$ cat src/rtl/conv_row_feeder_if.sv
// Handshake bundle between the row feeder and its neighbours: filter/ifmap
// streams in, sliding 3-pixel windows plus weights out to the dot-product stage.
interface conv_row_feeder_if #(
   parameter int INWIDTH = 16
);
   logic               start;
   logic               flt_keep;
   logic [INWIDTH-1:0] flt_data;
   logic               flt_valid;
   logic               flt_ready;
   logic [INWIDTH-1:0] ifm_data;
   logic               ifm_valid;
   logic               ifm_ready;
   logic [INWIDTH-1:0] A0, A1, A2;
   logic [INWIDTH-1:0] B0, B1, B2;
   logic               win_valid;
   logic               win_ready;
   logic               win_last;
   logic               busy;
   logic               done;

   modport master (
      output start, flt_keep, flt_data, flt_valid, ifm_data, ifm_valid, win_ready,
      input  flt_ready, ifm_ready, A0, A1, A2, B0, B1, B2, win_valid, win_last, busy, done
   );

   modport slave (
      input  start, flt_keep, flt_data, flt_valid, ifm_data, ifm_valid, win_ready,
      output flt_ready, ifm_ready, A0, A1, A2, B0, B1, B2, win_valid, win_last, busy, done
   );
endinterface

$ cat src/rtl/conv_row_feeder.sv
// Operand feeder for the 3-tap dot-product stage: loads a filter row, then
// streams sliding 3-pixel ifmap windows with the weights over valid/ready.
//
// state    | meaning
// IDLE     | waiting for start
// LOAD_FLT | accepting weights w0..w2
// FILL     | preloading x0, x1 into the window shift register
// STREAM   | one window per accepted pixel
// DRAIN    | holding the last window until accepted
// DONE     | one-cycle done pulse
module conv_row_feeder #(
   parameter int INWIDTH = 16,
   parameter int ROW_LEN = 16,
   parameter int CNT_W   = 8
) (
   input logic              clk,
   input logic              rst_n,
   conv_row_feeder_if.slave bus
);
   typedef enum logic [2:0] {IDLE, LOAD_FLT, FILL, STREAM, DRAIN, DONE} state_t;

   localparam logic [CNT_W-1:0] LAST_PIX = CNT_W'(ROW_LEN - 1);
   localparam logic [CNT_W-1:0] ONE      = CNT_W'(1);
   localparam logic [CNT_W-1:0] TWO      = CNT_W'(2);

   state_t             state_q, state_d;
   logic [CNT_W-1:0]   cnt_q, cnt_d;
   logic [INWIDTH-1:0] w0_q, w1_q, w2_q, w0_d, w1_d, w2_d;
   logic [INWIDTH-1:0] a0_q, a1_q, a2_q, a0_d, a1_d, a2_d;
   logic [INWIDTH-1:0] b0_q, b1_q, b2_q, b0_d, b1_d, b2_d;
   logic               win_valid_q, win_valid_d;
   logic               win_last_q, win_last_d;
   logic               flt_ready_q, flt_ready_d;
   logic               busy_q, busy_d;
   logic               done_q, done_d;
   logic               ifm_ready;
   logic               flt_fire, ifm_fire, win_fire;

   // ifm_ready must follow win_ready in the same cycle to sustain one window per clock
   always_comb begin
      ifm_ready = 1'b0;
      case (state_q)
         FILL:    ifm_ready = 1'b1;
         STREAM:  ifm_ready = !win_valid_q || bus.win_ready;
         default: ifm_ready = 1'b0;
      endcase
   end

   assign flt_fire = flt_ready_q && bus.flt_valid;
   assign ifm_fire = ifm_ready && bus.ifm_valid;
   assign win_fire = win_valid_q && bus.win_ready;

   always_comb begin
      state_d     = state_q;
      cnt_d       = cnt_q;
      w0_d        = w0_q;
      w1_d        = w1_q;
      w2_d        = w2_q;
      a0_d        = a0_q;
      a1_d        = a1_q;
      a2_d        = a2_q;
      b0_d        = b0_q;
      b1_d        = b1_q;
      b2_d        = b2_q;
      win_valid_d = win_valid_q;
      win_last_d  = win_last_q;
      case (state_q)
         IDLE: begin
            if (bus.start) begin
               cnt_d = '0;
               if (bus.flt_keep) begin
                  state_d = FILL;
                  b0_d    = w0_q;
                  b1_d    = w1_q;
                  b2_d    = w2_q;
               end else begin
                  state_d = LOAD_FLT;
               end
            end
         end
         LOAD_FLT: begin
            if (flt_fire) begin
               cnt_d = cnt_q + ONE;
               if (cnt_q == '0)      w0_d = bus.flt_data;
               else if (cnt_q == ONE) w1_d = bus.flt_data;
               else                  w2_d = bus.flt_data;
               if (cnt_q == TWO) begin
                  // third weight is still on the bus, so B2 takes it directly
                  state_d = FILL;
                  cnt_d   = '0;
                  b0_d    = w0_q;
                  b1_d    = w1_q;
                  b2_d    = bus.flt_data;
               end
            end
         end
         FILL: begin
            if (ifm_fire) begin
               a0_d  = a1_q;
               a1_d  = a2_q;
               a2_d  = bus.ifm_data;
               cnt_d = cnt_q + ONE;
               if (cnt_q == ONE) state_d = STREAM;
            end
         end
         STREAM: begin
            if (ifm_fire) begin
               a0_d        = a1_q;
               a1_d        = a2_q;
               a2_d        = bus.ifm_data;
               cnt_d       = cnt_q + ONE;
               win_valid_d = 1'b1;
               if (cnt_q == LAST_PIX) begin
                  win_last_d = 1'b1;
                  state_d    = DRAIN;
               end
            end else if (win_fire) begin
               win_valid_d = 1'b0;
            end
         end
         DRAIN: begin
            if (win_fire) begin
               win_valid_d = 1'b0;
               win_last_d  = 1'b0;
               state_d     = DONE;
            end
         end
         DONE:    state_d = IDLE;
         default: state_d = IDLE;
      endcase
      flt_ready_d = (state_d == LOAD_FLT);
      busy_d      = (state_d != IDLE);
      done_d      = (state_d == DONE);
   end

   always_ff @(posedge clk or negedge rst_n) begin
      if (!rst_n) begin
         state_q     <= IDLE;
         cnt_q       <= '0;
         w0_q        <= '0;
         w1_q        <= '0;
         w2_q        <= '0;
         a0_q        <= '0;
         a1_q        <= '0;
         a2_q        <= '0;
         b0_q        <= '0;
         b1_q        <= '0;
         b2_q        <= '0;
         win_valid_q <= 1'b0;
         win_last_q  <= 1'b0;
         flt_ready_q <= 1'b0;
         busy_q      <= 1'b0;
         done_q      <= 1'b0;
      end else begin
         state_q     <= state_d;
         cnt_q       <= cnt_d;
         w0_q        <= w0_d;
         w1_q        <= w1_d;
         w2_q        <= w2_d;
         a0_q        <= a0_d;
         a1_q        <= a1_d;
         a2_q        <= a2_d;
         b0_q        <= b0_d;
         b1_q        <= b1_d;
         b2_q        <= b2_d;
         win_valid_q <= win_valid_d;
         win_last_q  <= win_last_d;
         flt_ready_q <= flt_ready_d;
         busy_q      <= busy_d;
         done_q      <= done_d;
      end
   end

   assign bus.flt_ready = flt_ready_q;
   assign bus.ifm_ready = ifm_ready;
   assign bus.A0        = a0_q;
   assign bus.A1        = a1_q;
   assign bus.A2        = a2_q;
   assign bus.B0        = b0_q;
   assign bus.B1        = b1_q;
   assign bus.B2        = b2_q;
   assign bus.win_valid = win_valid_q;
   assign bus.win_last  = win_last_q;
   assign bus.busy      = busy_q;
   assign bus.done      = done_q;
endmodule
$ cat src/flat_wrapper.sv
// flat-port wrapper written by rule: the top's interface ports become plain ports
module conv_row_feeder_flat 
#(
   parameter int INWIDTH = 16,
   parameter int ROW_LEN = 16,
   parameter int CNT_W   = 8
)
  (clk, rst_n, bus_start, bus_flt_keep, bus_flt_data, bus_flt_valid, bus_ifm_data, bus_ifm_valid, bus_win_ready, bus_flt_ready, bus_ifm_ready, bus_A0, bus_A1, bus_A2, bus_B0, bus_B1, bus_B2, bus_win_valid, bus_win_last, bus_busy, bus_done);
  conv_row_feeder_if #(.INWIDTH(INWIDTH)) bus_i ();
  input logic clk;
  input logic rst_n;
  input wire logic [$bits(bus_i.start)-1:0] bus_start;
  input wire logic [$bits(bus_i.flt_keep)-1:0] bus_flt_keep;
  input wire logic [$bits(bus_i.flt_data)-1:0] bus_flt_data;
  input wire logic [$bits(bus_i.flt_valid)-1:0] bus_flt_valid;
  input wire logic [$bits(bus_i.ifm_data)-1:0] bus_ifm_data;
  input wire logic [$bits(bus_i.ifm_valid)-1:0] bus_ifm_valid;
  input wire logic [$bits(bus_i.win_ready)-1:0] bus_win_ready;
  output wire logic [$bits(bus_i.flt_ready)-1:0] bus_flt_ready;
  output wire logic [$bits(bus_i.ifm_ready)-1:0] bus_ifm_ready;
  output wire logic [$bits(bus_i.A0)-1:0] bus_A0;
  output wire logic [$bits(bus_i.A1)-1:0] bus_A1;
  output wire logic [$bits(bus_i.A2)-1:0] bus_A2;
  output wire logic [$bits(bus_i.B0)-1:0] bus_B0;
  output wire logic [$bits(bus_i.B1)-1:0] bus_B1;
  output wire logic [$bits(bus_i.B2)-1:0] bus_B2;
  output wire logic [$bits(bus_i.win_valid)-1:0] bus_win_valid;
  output wire logic [$bits(bus_i.win_last)-1:0] bus_win_last;
  output wire logic [$bits(bus_i.busy)-1:0] bus_busy;
  output wire logic [$bits(bus_i.done)-1:0] bus_done;
  assign bus_i.start = bus_start;
  assign bus_i.flt_keep = bus_flt_keep;
  assign bus_i.flt_data = bus_flt_data;
  assign bus_i.flt_valid = bus_flt_valid;
  assign bus_i.ifm_data = bus_ifm_data;
  assign bus_i.ifm_valid = bus_ifm_valid;
  assign bus_i.win_ready = bus_win_ready;
  assign bus_flt_ready = bus_i.flt_ready;
  assign bus_ifm_ready = bus_i.ifm_ready;
  assign bus_A0 = bus_i.A0;
  assign bus_A1 = bus_i.A1;
  assign bus_A2 = bus_i.A2;
  assign bus_B0 = bus_i.B0;
  assign bus_B1 = bus_i.B1;
  assign bus_B2 = bus_i.B2;
  assign bus_win_valid = bus_i.win_valid;
  assign bus_win_last = bus_i.win_last;
  assign bus_busy = bus_i.busy;
  assign bus_done = bus_i.done;
  conv_row_feeder #(.INWIDTH(INWIDTH), .ROW_LEN(ROW_LEN), .CNT_W(CNT_W)) u_core (.clk(clk), .rst_n(rst_n), .bus(bus_i));
endmodule
$ cat config.mk
export PLATFORM = sky130hd
export DESIGN_NAME = conv_row_feeder_flat
export DESIGN_NICKNAME = d
export VERILOG_FILES = /design/src/rtl/conv_row_feeder_if.sv /design/src/rtl/conv_row_feeder.sv /design/src/flat_wrapper.sv
export SDC_FILE = /design/constraint.sdc
export NUM_CORES = 1
export LEC_CHECK = 0
export CAP_MARGIN = 20
export CORE_MARGIN = 2
export CORE_UTILIZATION = 45
export CTS_BUF_LIST = sky130_fd_sc_hd__clkbuf_4 sky130_fd_sc_hd__clkbuf_8 sky130_fd_sc_hd__clkbuf_16
export DETAILED_ROUTE_END_ITERATION = 7
export PLACE_DENSITY = 0.75
export SLEW_MARGIN = 30
export SYNTH_ARGS = -nofsm -noshare
export SYNTH_HDL_FRONTEND = slang
export SYNTH_SLANG_ARGS = --single-unit
$ cat constraint.sdc
create_clock -name clk -period 2 [get_ports clk]
set_clock_uncertainty 0.1 [all_clocks]
set_input_delay 0.2 -clock clk [delete_from_list [all_inputs] [get_ports clk]]
set_output_delay 0.2 -clock clk [all_outputs]
set_load 0.03 [all_outputs]
After elaboration in Yosys (flattened, before gate mapping):

Cells that the tools add are included.

* bits in registers: 160
* word-level logic and storage cells: 93

* mux-type cells: 38
* add/subtract/negate cells: 1
* equal/unequal tests: 17
* bitwise logic cells: 2
* reduce and logical (&&, ||, !) cells: 19

Operator list (count)
* $mux W16: 12
* $pmux W16 S2: 3
* $mux W8: 4
* $mux W3: 8
* $pmux W8 S3: 1
* $reduce_and A4 Y1: 4
* $pmux W3 S5: 1
* $ne A2 B1 Y1 const B: 6
* $add A8 B1 Y8 const B: 1
* $eq A8 B1 Y1 const B: 1
* $eq A8 B2 Y1 const B: 1
* $eq A8 B4 Y1 const B: 1
* $logic_not A8 Y1: 1
* $eq A3 B1 Y1 const B: 2
* $eq A3 B2 Y1 const B: 2
* $eq A3 B3 Y1 const B: 2
* $pmux W1 S2: 3
* $reduce_bool A3 Y1: 2
* $mux W1: 5
* $reduce_and A5 Y1: 1
* $ne A2 B2 Y1 const B: 2
* $reduce_bool A2 Y1: 2
* $logic_and A1 B1 Y1: 3
* $logic_not A3 Y1: 1
* 7 further kinds: 8

Depth between registers and ports, before layout:

* word-level depth: 7
* gate-level depth with buffers: 7

Worst setup path after synthesis:

OpenSTA, ideal clock, no wires.

* path type: flip-flop to flip-flop
* start point: register u_core.flt_ready_q, in the netlist u_core.bus.flt_ready
* end point: register u_core.w1_q[10]
* cell stages (with the launch flop): 6
* arrival: 1.921 ns
* setup time: 0.125 ns
* path buffers: 1
* path slack: -0.147 ns
* data required time: 1.775 ns
* clock period less this slack: 2.147 ns
* cells stage by stage: dfrtp_1 > and2_0 > nand4_4 > nor3b_4 > buf_8 > mux2_4

* longest elaborated chain between the ends: 2

Ends and longest elaborated chain
* start, declared: line conv_row_feeder.sv:33 `logic flt_ready_q, flt_ready_d;`
* start signal, assigned: line conv_row_feeder.sv:168 `flt_ready_q <= flt_ready_d;`
* $logic_and A1 B1 Y1: line conv_row_feeder.sv:49 `assign flt_fire = flt_ready_q && bus.flt_valid;`
* $reduce_and A4 Y1 (no source line)
* end signal, assigned: line conv_row_feeder.sv:158 `w1_q <= w1_d;`
* end, declared: line conv_row_feeder.sv:28 `logic [INWIDTH-1:0] w0_q, w1_q, w2_q, w0_d, w1_d, w2_d;`

Every way passes these cells.
A chain may end at the register's enable or synchronous reset.

Worst setup path after layout:

* start point: register u_core.state_q[1]
* end point: register u_core.b1_q[11], in the netlist u_core.bus.B1[11]

* longest elaborated chain between the ends: 3
* elaborated cells on any way between the ends: 9
* those cells by class: eq/ne: 5; mux: 1; reduce/logical: 3

Ends and longest elaborated chain
* start, declared: line conv_row_feeder.sv:26 `state_t state_q, state_d;`
* start signal, assigned: line conv_row_feeder.sv:155 `state_q <= state_d;`
* $eq A3 B1 Y1 or $logic_not A3 Y1 (tied branches): line conv_row_feeder.sv:67 `case (state_q)`
* $ne A2 B1 Y1 (no source line) (tied with other cells)
* $reduce_and A5 Y1 (no source line)
* end signal, assigned: line conv_row_feeder.sv:147 `b1_q <= '0;`
* end signal, assigned: line conv_row_feeder.sv:164 `b1_q <= b1_d;`
* end, declared: line conv_row_feeder.sv:30 `logic [INWIDTH-1:0] b0_q, b1_q, b2_q, b0_d, b1_d, b2_d;`

Parallel ways exist; a longest one is shown, timed or not.

==> flow_summary.json <==
{
  "final_cell_area_um2": 9221,
  "core_um2": 14480,
  "power.total_mw": 13.15,
  "grt_use_met2_pct": 31.81,
  "cap_viol_max_count": 0,
  "rsz0062_at_grt": "yes",
  "ctsRootBufferMaster": "sky130_fd_sc_hd__clkbuf_16",
  "detailed_place_hpwl_um": 9675,
  "placed_area_um2": 8496,
  "antennaDiodeCount": 0,
  "area_growth_syn_to_layout_pct": 39.29,
  "portion_of_total_power_attributed_to_combinational_logic_pct": 40.4,
  "status": "completed",
  "die-area_um2": 15700,
  "final_routed_drc_violation_total": 0,
  "power_leakage_nw": 4.190,
  "hold_violations": 0,
  "internal-power_mw": 8.506,
  "number_of_distinct_standard_cells_referenced_by_the_synthesized_netlist": 50,
  "netlist_area_um2": 6620,
  "layout.cells.most_common_list": "sky130_fd_sc_hd__dfrtp_1 (159), sky130_fd_sc_hd__clkdlybuf4s50_1 (138), sky130_fd_sc_hd__mux2_2 (131)",
  "slew-limit-headroom_pct": 61.96,
  "drt_iter0_markers": 160,
  "maxSlewViolCount": 0,
  "fmax_ghz": 0.5012,
  "drive_gt1_share_pct": 39.87,
  "yosys_most_used_dff": "sky130_fd_sc_hd__dfrtp_1",
  "synth_enable_flop_cells": 0,
  "first_global_vias": 4640,
  "antenna_violating_nets_post_route": 0,
  "drt-vias-per-instance": 5.273,
  "critical_path_arrival_ns": 2.19,
  "top_usage_layer": "met2",
  "crit_slowest_cell": "sky130_fd_sc_hd__dfrtp_2",
  "cp_max_fo": 28,
  "grt_start_max_net_pins": 61,
  "cts.sinks": 160,
  "cts_tree": "yes",
  "dr.pass1.iters": 4,
  "netlist_instances": 432,
  "num-fill-cells": 1062,
  "worstSetupEndpointType": "flop",
  "setup_violators_final": 0,
  "insertion_delay_ns": 0.42,
  "timing.critical_path.slowest_cell_delay_ns": 0.47,
  "number_of_port_buffers": 140,
  "cts_max_level": 4,
  "power_density_nw_per_um2": 1426,
  "antenna_violations_before_repair": 0,
  "final.min_clock_period_ns": 1.995,
  "seq_power_share_pct": 36.1,
  "startpoint": "u_core.state_q[1]$_DFF_PN0_",
  "timing.critical_path.required_ns": 2.20,
  "asyncSetResetFlopFracSynth_pct": 100.0,
  "most_common_library_cell_in_the_layout_ignoring_fill_and_taps": "sky130_fd_sc_hd__dfrtp_1",
  "tritoncts.num_buffers": 17,
  "die_x_um": 125.3,
  "finalWirelength_um": 14780,
  "num-nets-final": 652,
  "route.vias.total": 4250,
  "fp.dieH_um": 125.3,
  "synth_sequential_area_ratio_pct": 60.48,
  "tightest_slew_ns": 0.5706,
  "min-delay-path-class": "in2async",
  "synth.yosys.warnings": 0,
  "switch_pwr_mw": 4.647,
  "swShare_pct": 35.33,
  "power_frac_clock_pct": 23.6,
  "grt_overflow": 0,
  "tcrit_tclk_final_pct": 99.75,
  "routed_wire_length_per_instance_um": 18.34,
  "clock_path_buffers": 2,
  "ys_ff_latch": 160,
  "ioPinCount": 141,
  "ir_drop_uv": 892.9,
  "first_pass_grt_wire_length_um": 23890,
  "path_class": "reg2reg",
  "globalRouteMet3Util_pct": 5.648,
  "syn-mean-instance-area_um2": 15.32,
  "syn-num-nets": 475,
  "path_cells": "nor3b_4 -> nand4_4 -> o21ai_4 -> buf_12 -> mux2_2",
  "crit-reg2reg-launch": "u_core.state_q[1]$_DFF_PN0_",
  "floorplan.initialDensity_pct": 45.72,
  "rows": 44,
  "finalWeightedCongestion": 0.8514,
  "use_met1_pct": 23.70,
  "clk_pin_slew_worst_paths_ns": 0.06,
  "worstSetupStartpointType": "flop",
  "grtUsageTotal_pct": 19.07
}
==> Yosys cell counts, types with 3 or more instances <==
master	instances	area share, %
sky130_fd_sc_hd__mux2_2	146	25
sky130_fd_sc_hd__buf_2	12	0.91
sky130_fd_sc_hd__nand3_1	6	0.45
sky130_fd_sc_hd__a21oi_1	7	0.53
sky130_fd_sc_hd__clkbuf_1	4	0.23
sky130_fd_sc_hd__ha_1	4	0.76
sky130_fd_sc_hd__nor2_1	4	0.23
sky130_fd_sc_hd__o21ai_0	5	0.38
sky130_fd_sc_hd__dfrtp_1	160	60
sky130_fd_sc_hd__mux2_4	10	2.3
sky130_fd_sc_hd__inv_1	6	0.34
sky130_fd_sc_hd__and3_1	3	0.28
sky130_fd_sc_hd__or4_1	4	0.45
sky130_fd_sc_hd__mux2_1	4	0.68
sky130_fd_sc_hd__nand2_1	8	0.45
sky130_fd_sc_hd__buf_4	4	0.45
sky130_fd_sc_hd__o31ai_1	4	0.45
==> layout make-up <==
class	count	area, um^2	share of cell area [%]
inverters	6	22.52	0.2442
repair buffers	179	1822	19.76
well taps	184	230.2	2.497
clock inverters	11	106.4	1.153
flip-flops and latches	160	4005	43.43
multi-input cells	245	2574	27.91
clock buffers	21	461.7	5.007
==> metrics by stage <==
step | hold WS, ns | std cells | setup TNS, ns | setup WS (ns) | util (%)
floorplan | -0.1956 | 432 | -0.7611 | -0.07611 | -
CTS | 0.2163 | 803 | 0 | 0.007773 | 62.69
global route | 0.2516 | 806 | -3.631 | -0.08432 | 63.69
finish | 0.2059 | 806 | 0 | 0.004960 | 63.69
global placement | 0.09776 | 770 | -5.589 | -0.1084 | 58.68
detailed placement | 0.1009 | 770 | -5.868 | -0.1165 | 58.68
==> cells by family (layout without fill, tap and decap cells) <==
kind of cell,after synthesis,after routing,share of synthesized area [%]
flip-flops,160,160,60.48
adder cells (fa/ha/maj),4,4,0.7560
multiplexers,162,162,28.09
AO/OA/AOI/OAI,28,28,2.911
buffers and inverters,27,217,2.154
AND/OR/NAND/NOR,51,51,5.614
==> path summary, 6_finish.rpt <==
path | end | slack, ns | cells past startpoint
worst max-delay path | u_core.bus.B1[11]$_DFFE_PN0P_ | 0.005 | 5
worst min-delay path | u_core.bus.B1[3]$_DFFE_PN0P_ | 0.21 | 2
worst max register to register | u_core.bus.B1[11]$_DFFE_PN0P_ | 0.005 | 5
worst min register to register | u_core.bus.B0[0]$_DFFE_PN0P_ | 0.38 | 1
max in group asynchronous | u_core.state_q[1]$_DFF_PN0_ | 0.83 | 3
min in group clk | u_core.bus.A2[10]$_DFFE_PN0P_ | 0.30 | 2
==> worst max-delay path, delay by kind of cell (launching register included) <==
kind                   cells  cell delay (ns)
muxes                      1             0.36
and+or+nand+nor            2             0.48
DFF                        1             0.47
buffers and inverters      1             0.22
AOI/OAI and AO/OA          1             0.23
==> what timing repair did <==
action | CTS | global route
endpoints found under the setup margin | 8 | 95
pin swaps | 1 | 4
hold buffers | 1 | 0
buffers inserted | 0 | 1
gates cloned | 0 | 2
endpoints found under the hold margin | 55 | 0
gates resized for setup | 3 | 21
==> sequential cells by signal, indices dropped and copies added, names as in the netlist <==
name                  cells
u_core.state_q            3
u_core.bus.win_last       1
u_core.bus.A0            16
u_core.bus.A1            16
u_core.w0_q              16
u_core.w1_q              16
u_core.w2_q              16
u_core.bus.B2            16
u_core.bus.flt_ready      1
u_core.bus.busy           1
u_core.bus.A2            16
u_core.bus.done           1
u_core.cnt_q              8
u_core.bus.B0            16
u_core.bus.B1            16
u_core.bus.win_valid      1
==> power groups by stage <==
stage | sequential, mW | combinational [mW] | clock, mW
3_5_place_dp | 4.78 | 5.21 | 0
2_1_floorplan | 6.06 | 1.68 | 0
6_report | 4.74 | 5.31 | 3.10
3_3_place_gp | 4.72 | 5.11 | 0
4_1_cts | 4.75 | 5.26 | 3.18
5_1_grt | 4.87 | 5.60 | 3.31
==> per-layer routing <==
layer / routed length (um) / vias to the layer above
met1: 6375 / 2212
met3: 663 / 12
met5: 0 / -
li1: - / 1922
met2: 7552 / 104
met4: 189 / 0
No activity file was read; power rests on OpenSTA's default activity.
